### config.mk
export PLATFORM = sky130hd
export DESIGN_NAME = period_gen
export DESIGN_NICKNAME = d
export VERILOG_FILES = /design/src/rtl/period_gen.sv
export SDC_FILE = /design/constraint.sdc
export NUM_CORES = 1
export LEC_CHECK = 0
export BUFFER_PORTS_ARGS = -buffer_cell sky130_fd_sc_hd__buf_4
export CAP_MARGIN = 0
export CORE_MARGIN = 4
export CORE_UTILIZATION = 61
export CTS_BUF_LIST = sky130_fd_sc_hd__clkbuf_16
export CTS_CLUSTER_DIAMETER = 80
export DETAILED_ROUTE_END_ITERATION = 7
export PLACE_DENSITY = 0.81
export SYNTH_ARGS = -nofsm -noshare
export SYNTH_HDL_FRONTEND = slang
export SYNTH_SLANG_ARGS = --single-unit
### constraint.sdc
create_clock -name clk -period 3.91 [get_ports clk]
set_input_delay 0.391 -clock clk [delete_from_list [all_inputs] [get_ports clk]]
set_output_delay 0.391 -clock clk [all_outputs]
set_load 0.02 [all_outputs]
### src/rtl/period_gen.sv
// Square-wave tone generator: code n (1..MAX_CODE) gives a 50%-duty wave of BASE_PERIOD/n clocks.
// Optional macro GEN_FRAC_PERIOD_EN spreads the BASE_PERIOD mod n remainder so the average period is exact.
module period_gen #(
  parameter int BASE_PERIOD = 1000,
  parameter int MAX_CODE    = 10
) (
  input  logic       clk,
  input  logic       rst_n,
  input  logic       en,
  input  logic [7:0] freq,
  output logic       sigout,
  output logic       active,
  output logic [7:0] cur_code,
  output logic       period_tick
);

  localparam logic [1:0] ST_IDLE = 2'd0;
  localparam logic [1:0] ST_HIGH = 2'd1;
  localparam logic [1:0] ST_LOW  = 2'd2;
  localparam logic [7:0] MAX_CODE_B = 8'(MAX_CODE);

  logic [15:0] h_tab [256];
  logic [15:0] l_tab [256];
`ifdef GEN_FRAC_PERIOD_EN
  logic [7:0]  r_tab [256];
`endif

  // Phase lengths are elaboration-time constants indexed by code; no runtime divider.
  for (genvar g = 0; g < 256; g++) begin : g_tab
    if (g >= 1 && g <= MAX_CODE) begin : g_valid
      localparam int P = BASE_PERIOD / g;
      assign h_tab[g] = 16'(P - P / 2);
      assign l_tab[g] = 16'(P / 2);
`ifdef GEN_FRAC_PERIOD_EN
      assign r_tab[g] = 8'(BASE_PERIOD % g);
`endif
    end else begin : g_unused
      assign h_tab[g] = '0;
      assign l_tab[g] = '0;
`ifdef GEN_FRAC_PERIOD_EN
      assign r_tab[g] = '0;
`endif
    end
  end

  logic [1:0]  state, nxt_state;
  logic [15:0] cnt, nxt_cnt;
  logic [7:0]  nxt_code;
  logic        valid, start;
  logic [15:0] low_load;

  assign valid = en && (freq != 8'd0) && (freq <= MAX_CODE_B);

`ifdef GEN_FRAC_PERIOD_EN
  logic [7:0] acc;
  logic       extra;
  logic [7:0] acc_base;
  logic [8:0] acc_sum;
  logic       acc_wrap;

  // Accumulator restarts from zero whenever a different code is latched (idle code is 0).
  assign acc_base = (freq != cur_code) ? 8'd0 : acc;
  assign acc_sum  = {1'b0, acc_base} + {1'b0, r_tab[freq]};
  assign acc_wrap = (acc_sum >= {1'b0, freq});
  assign low_load = l_tab[cur_code] - 16'd1 + {15'd0, extra};

  always_ff @(posedge clk or negedge rst_n) begin
    if (!rst_n) begin
      acc   <= 8'd0;
      extra <= 1'b0;
    end else if (start) begin
      acc   <= acc_wrap ? 8'(acc_sum - {1'b0, freq}) : acc_sum[7:0];
      extra <= acc_wrap;
    end else if (nxt_state == ST_IDLE) begin
      acc   <= 8'd0;
      extra <= 1'b0;
    end
  end
`else
  assign low_load = l_tab[cur_code] - 16'd1;
`endif

  always_comb begin
    start     = 1'b0;
    nxt_state = state;
    nxt_cnt   = cnt;
    nxt_code  = cur_code;
    case (state)
      ST_IDLE: begin
        if (valid) start = 1'b1;
      end
      ST_HIGH: begin
        nxt_cnt = cnt - 16'd1;
        if (cnt == 16'd0) begin
          nxt_state = ST_LOW;
          nxt_cnt   = low_load;
        end
      end
      ST_LOW: begin
        nxt_cnt = cnt - 16'd1;
        if (cnt == 16'd0) begin
          if (valid) begin
            start = 1'b1;
          end else begin
            nxt_state = ST_IDLE;
            nxt_code  = 8'd0;
            nxt_cnt   = 16'd0;
          end
        end
      end
      default: begin
        nxt_state = ST_IDLE;
        nxt_code  = 8'd0;
        nxt_cnt   = 16'd0;
      end
    endcase
    if (start) begin
      nxt_state = ST_HIGH;
      nxt_cnt   = h_tab[freq] - 16'd1;
      nxt_code  = freq;
    end
  end

  // Outputs are registered copies of the next-state decode, so they change on the same edge as state.
  always_ff @(posedge clk or negedge rst_n) begin
    if (!rst_n) begin
      state       <= ST_IDLE;
      cnt         <= 16'd0;
      cur_code    <= 8'd0;
      sigout      <= 1'b0;
      active      <= 1'b0;
      period_tick <= 1'b0;
    end else begin
      state       <= nxt_state;
      cnt         <= nxt_cnt;
      cur_code    <= nxt_code;
      sigout      <= (nxt_state == ST_HIGH);
      active      <= (nxt_state != ST_IDLE);
      period_tick <= (nxt_state == ST_LOW) && (nxt_cnt == 16'd0);
    end
  end

endmodule

Word level (Yosys, flattened, before mapping)
Memories as Yosys holds them, arrays and structs flattened.
Cells that the tools add are included.

cells by class
  shift operators = 0
  mux-type cells = 21
  bitwise logic cells = 2
  $mul = 0
  $lt $le $gt $ge = 3
  $add $sub $neg = 3
  divide/modulo/power cells = 0
  reduce and logical (&&, ||, !) cells = 10
  equality and inequality tests = 7

operator list
  operator                                                  number
  2-to-1 mux 16 bit                                         8
  case mux 16 bit (3 select lines)                          1
  subtractor 16 x 1 -> 16 bit, second input constant        3
  zero test 16 bit                                          2
  2-to-1 mux 8 bit                                          3
  greater-or-equal comparator 9 bit, second input constant  2
  NOT 8 -> 9 bit                                            2
  case mux 8 bit (2 select lines)                           1
  <= comparator 8 x 4 -> 1 bit, second input constant       1
  2-to-1 mux 2 bit                                          4
  nonzero test 8 bit                                        1
  != test 3 bit, second input constant                      2
  case mux 2 bit (3 select lines)                           1
  == test 2 x 1 -> 1 bit, second input constant             2
  == test 2 bit, second input constant                      2
  logical AND 1 bit                                         3
  AND reduction 3 bit                                       1
  zero test 2 bit                                           1
  2-to-1 mux 1 bit                                          2
  != test 2 x 1 -> 1 bit, second input constant             1
  case mux 1 bit (2 select lines)                           1
  nonzero test 2 bit                                        1
  OR reduction 2 bit                                        1

storage, ports and cells
  memory bits (writable) = 0
  logic and storage cells = 54
  bits in latches = 0
  input port bits = 11
  flip-flop bits (word level) = 29
  bits in read-only memories = 8,192
  memories kept = 2
  output and inout port bits = 11

memories
  memory           words  width  rd ports  clocked after Yosys merged registers in  write ports  line  RTL
  (no name shown)  256    16     1         0                                        0            119   nxt_cnt = h_tab[freq] - 16'd1;
  (no name shown)  256    16     1         0                                        0            80    assign low_load = l_tab[cur_code] - 16'd1;

Depth between registers and ports, before layout
  depth in word-level cells = 10
  depth in mapped cells = 15
  gate-level depth less buffers = 14

Least setup slack after synthesis
OpenSTA, ideal clock, no wires.

  path type = register to register
  start = register cur_code[1]
  end = register period_tick
  arrival time = 2.813 ns
  buffers on the path = 0
  setup time = 0.095 ns
  cell stages (with the launch flop) = 10
  clock period less this slack = 2.908 ns
  required time = 3.815 ns
  setup slack = 1.002 ns
  cell sequence = dfrtp_1 -> inv_1 -> ha_1 -> or3b_1 -> a21oi_2 -> o2111ai_1 -> o2111ai_1 -> a32oi_1 -> or4_4 -> nor4b_2

between the ends
  word-level cells in the longest chain between the ends = 10

RTL lines
  item                                                   line  RTL
  start, declared                                        13    output logic [7:0] cur_code,
  start signal, assigned                                 136   cur_code <= nxt_code;
  NOT 8 -> 9 bit (not written as such)                   80
  memory read (256 x 16 bit)                             -
  2-to-1 mux 16 bit (not written as such) (2 in series)  80
  subtractor 16 x 1 -> 16 bit                            80
  2-to-1 mux 16 bit                                      94    if (cnt == 16'd0) begin
  case mux 16 bit (3 select lines)                       88    case (state)
  2-to-1 mux 16 bit                                      117   if (start) begin
  named net nxt_cnt[6]                                   47    logic [15:0] cnt, nxt_cnt;
  zero test 16 bit                                       139   period_tick <= (nxt_state == ST_LOW) && (nxt_cnt == 16'd0);
  logical AND 1 bit                                      139
  end signal, assigned                                   139
  end, declared                                          14    output logic period_tick

The timed path passes the listed nets, and every way through them passes these cells. The select of a mux whose other input is x is not followed.
A chain may end at the register's enable or synchronous reset.

Worst setup path in the final report
Ends and elaborated chain as after synthesis.

==> results.md <==
STA:
- Between clock sinks in the finished design, the worst skew comes to 0.00709 ns.
- The hold violation total from the final report is 0.
- For the pin with the worst max-slew slack, the measured transition is 0.695 ns.
- Setup repair after global routing left no endpoint under its margin.
- On the final layout, the worst hold slack is 0.0369 ns.
- The clock period minus final worst setup slack is 3.46 ns.
- For the final routed database, the setup TNS stands at 0 ns.
- The count of final max-slew check failures is 0.
- The number of failing setup endpoints in the final timing report is 0.
- The share of the clock period used by the worst path after layout is 88.4%.
- Headroom to the max-slew limit came out at 53.7%.
- The highest clock frequency the design can meet is 289 MHz.

Yosys:
- The synthesized netlist contains 81 unique library cells.
- The largest total area in the synthesized netlist belongs to dfrtp_1.
- Counting flops and latches in the post-synthesis netlist gives 29.
- Summing the sequential cell areas from Yosys gives 24.6% of the chip area.
- The combined area of all synthesized cells is 0.00295 mm^2.
- During synthesis, Yosys emitted a total of 0 warnings.
- The post-synthesis average cell area is 8.19 um^2.
- The dominant register cell in the synthesized netlist is dfrtp_1.
- Synthesis produced a netlist with a net count of 385.
- The cell count after synthesis is 360.
- In this run the biggest area consumer among cell types represents 24.6% of the synthesized area.
- Yosys mapped a number of flops with a built-in enable equal to 0.
- Sorting the synthesized cells by area gives the leading types as dfrtp_1 25%, ha_1 5.9%, o21ai_0 4.9%.
- The share of flip-flops with an asynchronous set or reset is 100%.

Global route:
- The number of antenna violations at the first check in global routing is 0.
- The met3 track demand over resource is 4.76%.
- The largest net degree at the start of global routing is 30.
- Global routing used 27.0% of the available tracks.
- The first global-routing pass estimated 13000 um of wire.
- For this run, global-route usage on met1 was measured as 38.5%.
- The fraction of met2 tracks used by global routing is 40.6%.
- The layer carrying the most global-route usage is met2.
- Global routing finished with a remaining overflow of 0.
- The via count of the first global-routing pass is 2640.

Clock network:
- In this run the post-CTS setup repair buffer count came out at 0.
- Clock latency on the worst-skew pair, taken at its later pin, is 0.27 ns.
- The tree built by TritonCTS fans out to 29 sinks.
- The clock tree synthesis step divided the H-tree into 2 levels.
- The total of hold buffers inserted after clock tree synthesis is 0.
- The clock passes through at most 2 buffers.
- The number of instances resized during post-cts repair is 0.
- The master cell of the clock root buffer is clkbuf_16.
- The register clock-pin slew on the reported worst setup and hold paths is 0.05 ns.
- Clock tree synthesis inserted a total of 5 buffers.
- TritonCTS built the clock tree.

Setup path:
- The critical path startpoint category is a flop.
- Traced cell by cell, the critical path runs through inv_1, ha_1, nand2_1, o22ai_1, nand2_1, ha_1, xnor2_1, o22ai_1, a211o_1, nor4_2, nand4b_1, nor4b_2.
- The number of buffers and inverters on the critical path is 1.
- The worst setup path is of the reg -> reg kind.
- The data arrival time of the critical path is 3.63 ns.
- The maximum fanout along the worst path is 10.
- The sort of element at the end of the critical path is a flop.
- Across all register-to-register paths, the minimum setup slack is 0.45 ns.
- The kind of cell adding the most delay to the critical path is simple AND/OR/NAND/NOR gates.
- For the worst setup path, the data required time is 4.09 ns.
- On the critical path, the stage with the largest delay is an instance of dfrtp_1.
- The largest single stage delay on the critical path is 0.48 ns.

Routing:
- After detailed routing, the total wire length is 7770 um.
- After detailed routing, the average wire length per cell comes to 18.3 um.
- The number of search-and-repair iterations in the first detailed-routing pass is 5.
- The routed layout has 2860 vias.
- The detailed router finished its first iteration with 262 violations.
- In the routed layout, each cell is associated on average with a via count of 6.73.
- After detailed routing, the number of remaining DRC violations is 0.
- The count of nets left with antenna violations once routing finished came out at 0.

Final layout:
- The most common cell after layout, fill and taps aside is nor2_1.
- The share of final-layout standard cells stronger than drive strength 1 is 17.8%.
- The post-synthesis to final-layout area growth is 8.91%.
- The utilization after layout is 68.5%.
- The filler-free cell count of the finished design is 425.
- The repair_antennas step left the layout with diodes totalling 0.
- The final-stage net count is 395.
- The library cells used most frequently in the layout, excluding fill and tap cells, are 35 x nor2_1, 31 x nand2_1, 29 x o21ai_0, 29 x dfrtp_1, 25 x a21oi_1.

Floorplan:
- The core area is 0.00469 mm^2.
- The die is 77.5 um tall.
- 22 I/O pins were placed.
- The number of rows in the core area is 25.
- From left edge to right edge, the die measures 77.5 um.
- The initial cell density of the core is 62.9%.
- The total die area is 0.00601 mm^2.

Pwr:
- IR analysis of the VDD net gives a maximum drop of 0.161 mV.
- The total leakage power is 1.29 nW.
- The fraction of power consumed by the clock network is 52.4%.
- For this design the total switching power over the nets is 181 uW.
- Combinational cells account for 10.3% of the total power.
- In this run the power density over the cells is 252 mW/mm^2.
- The proportion of power drawn by flip-flops and latches is 37.4%.
- The total internal power is 627 uW.
- In this run switching power makes up 22.4% of total power.

Min path:
- The path type of the worst min-delay path is in -> async.

Placed design:
- Buffers placed on the I/O ports in this run total 21.
- Once detailed placement completed, the half-perimeter wirelength came to 5930 um.
- Routability-driven placement finished with a final weighted congestion of 0.931.
- The instance count after placement with tap cells included is 417.

Outcome:
- The flow ran to the end, and the final reports show no timing, DRC or antenna violations.

Run:
- Across the run, the number of max-cap violations was 0.
## power by group through the flow
stage / Sequential (mW) / Combinational (mW) / Clock [mW]
floorplan: 0.307 / 0.0565 / 0
finish: 0.302 / 0.0830 / 0.423
detailed placement: 0.307 / 0.0817 / 0
global placement: 0.307 / 0.0805 / 0
global route: 0.302 / 0.0928 / 0.447
CTS: 0.302 / 0.0825 / 0.427
## synth_stat cells (3+ instances only)
cell type,number
buf_6,3
o22ai_1,12
a22o_1,3
o2111ai_1,7
o21ai_0,29
xor2_1,4
nand3_2,3
nor3b_1,3
a21oi_1,25
nor2b_1,6
a31oi_1,4
xnor2_1,5
buf_2,10
or3_1,4
and2_1,4
o21ai_1,6
nor2_1,35
nand3_1,7
clkbuf_8,3
a32oi_1,4
ha_1,14
nand2_1,31
inv_1,12
nor4_2,3
o311ai_1,3
clkbuf_1,3
nor3_2,3
nand2b_1,7
o211ai_1,4
dfrtp_1,29
nor3_1,6
nor4_1,4
## final cells by class
| cell class | count | area (um^2) |
|---|---|---|
| Multi-Input combinational cell | 297 | 2030 |
| Fill cell | 397 | 1480 |
| Sequential cell | 29 | 726 |
| Timing Repair Buffer | 24 | 180 |
| Clock buffer | 5 | 125 |
| Tap cell | 54 | 67.6 |
| Inverter | 13 | 48.8 |
| Clock inverter | 3 | 37.5 |
## flip-flops by register name, summed over array words and instances (netlist names)
name         count
active           1
cnt             16
cur_code         8
period_tick      1
sigout           1
state            2
## per-layer routing
layer	wire (um)	part of all wire [%]	vias to the layer above
li1	-	-	1367
met1	3550	46	1352
met2	3510	45	122
met3	542	7.0	19
met4	170	2.2	0
met5	0	0	-
## path summary, 6_finish.rpt
path                              from           to  cells after the start
max                        cur_code[1]  period_tick                     12
min                              rst_n  period_tick                      1
max reg2reg                cur_code[1]  period_tick                     12
min reg2reg                cur_code[4]  cur_code[4]                      1
max in group asynchronous        rst_n  cur_code[6]                      1
min in group clk               freq[2]  cur_code[2]                      2
## logic make-up (layout without fill, tap and decap cells)
kind of cell	count (synthesis)	after routing	share of synthesized area (%)
DFF	29	29	24.6
adders and majority gates	14	14	5.94
AOI/OAI and AO/OA	124	124	29.0
xor gates and xnor gates	9	9	2.67
and+or+nand+nor	148	148	30.5
muxes	2	2	0.679
buffers and inverters	34	45	6.66
## metrics by stage
step	setup slack, ns	total power, mW	cell area, um^2
after global placement	0.582	0.388	3050
after CTS	0.527	0.811	3210
after global routing	0.253	0.842	3210
final	0.452	0.809	3210
after floorplan	1.00	0.363	2950
after detailed placement	0.551	0.389	3050
(Power assumes the default switching activity.)
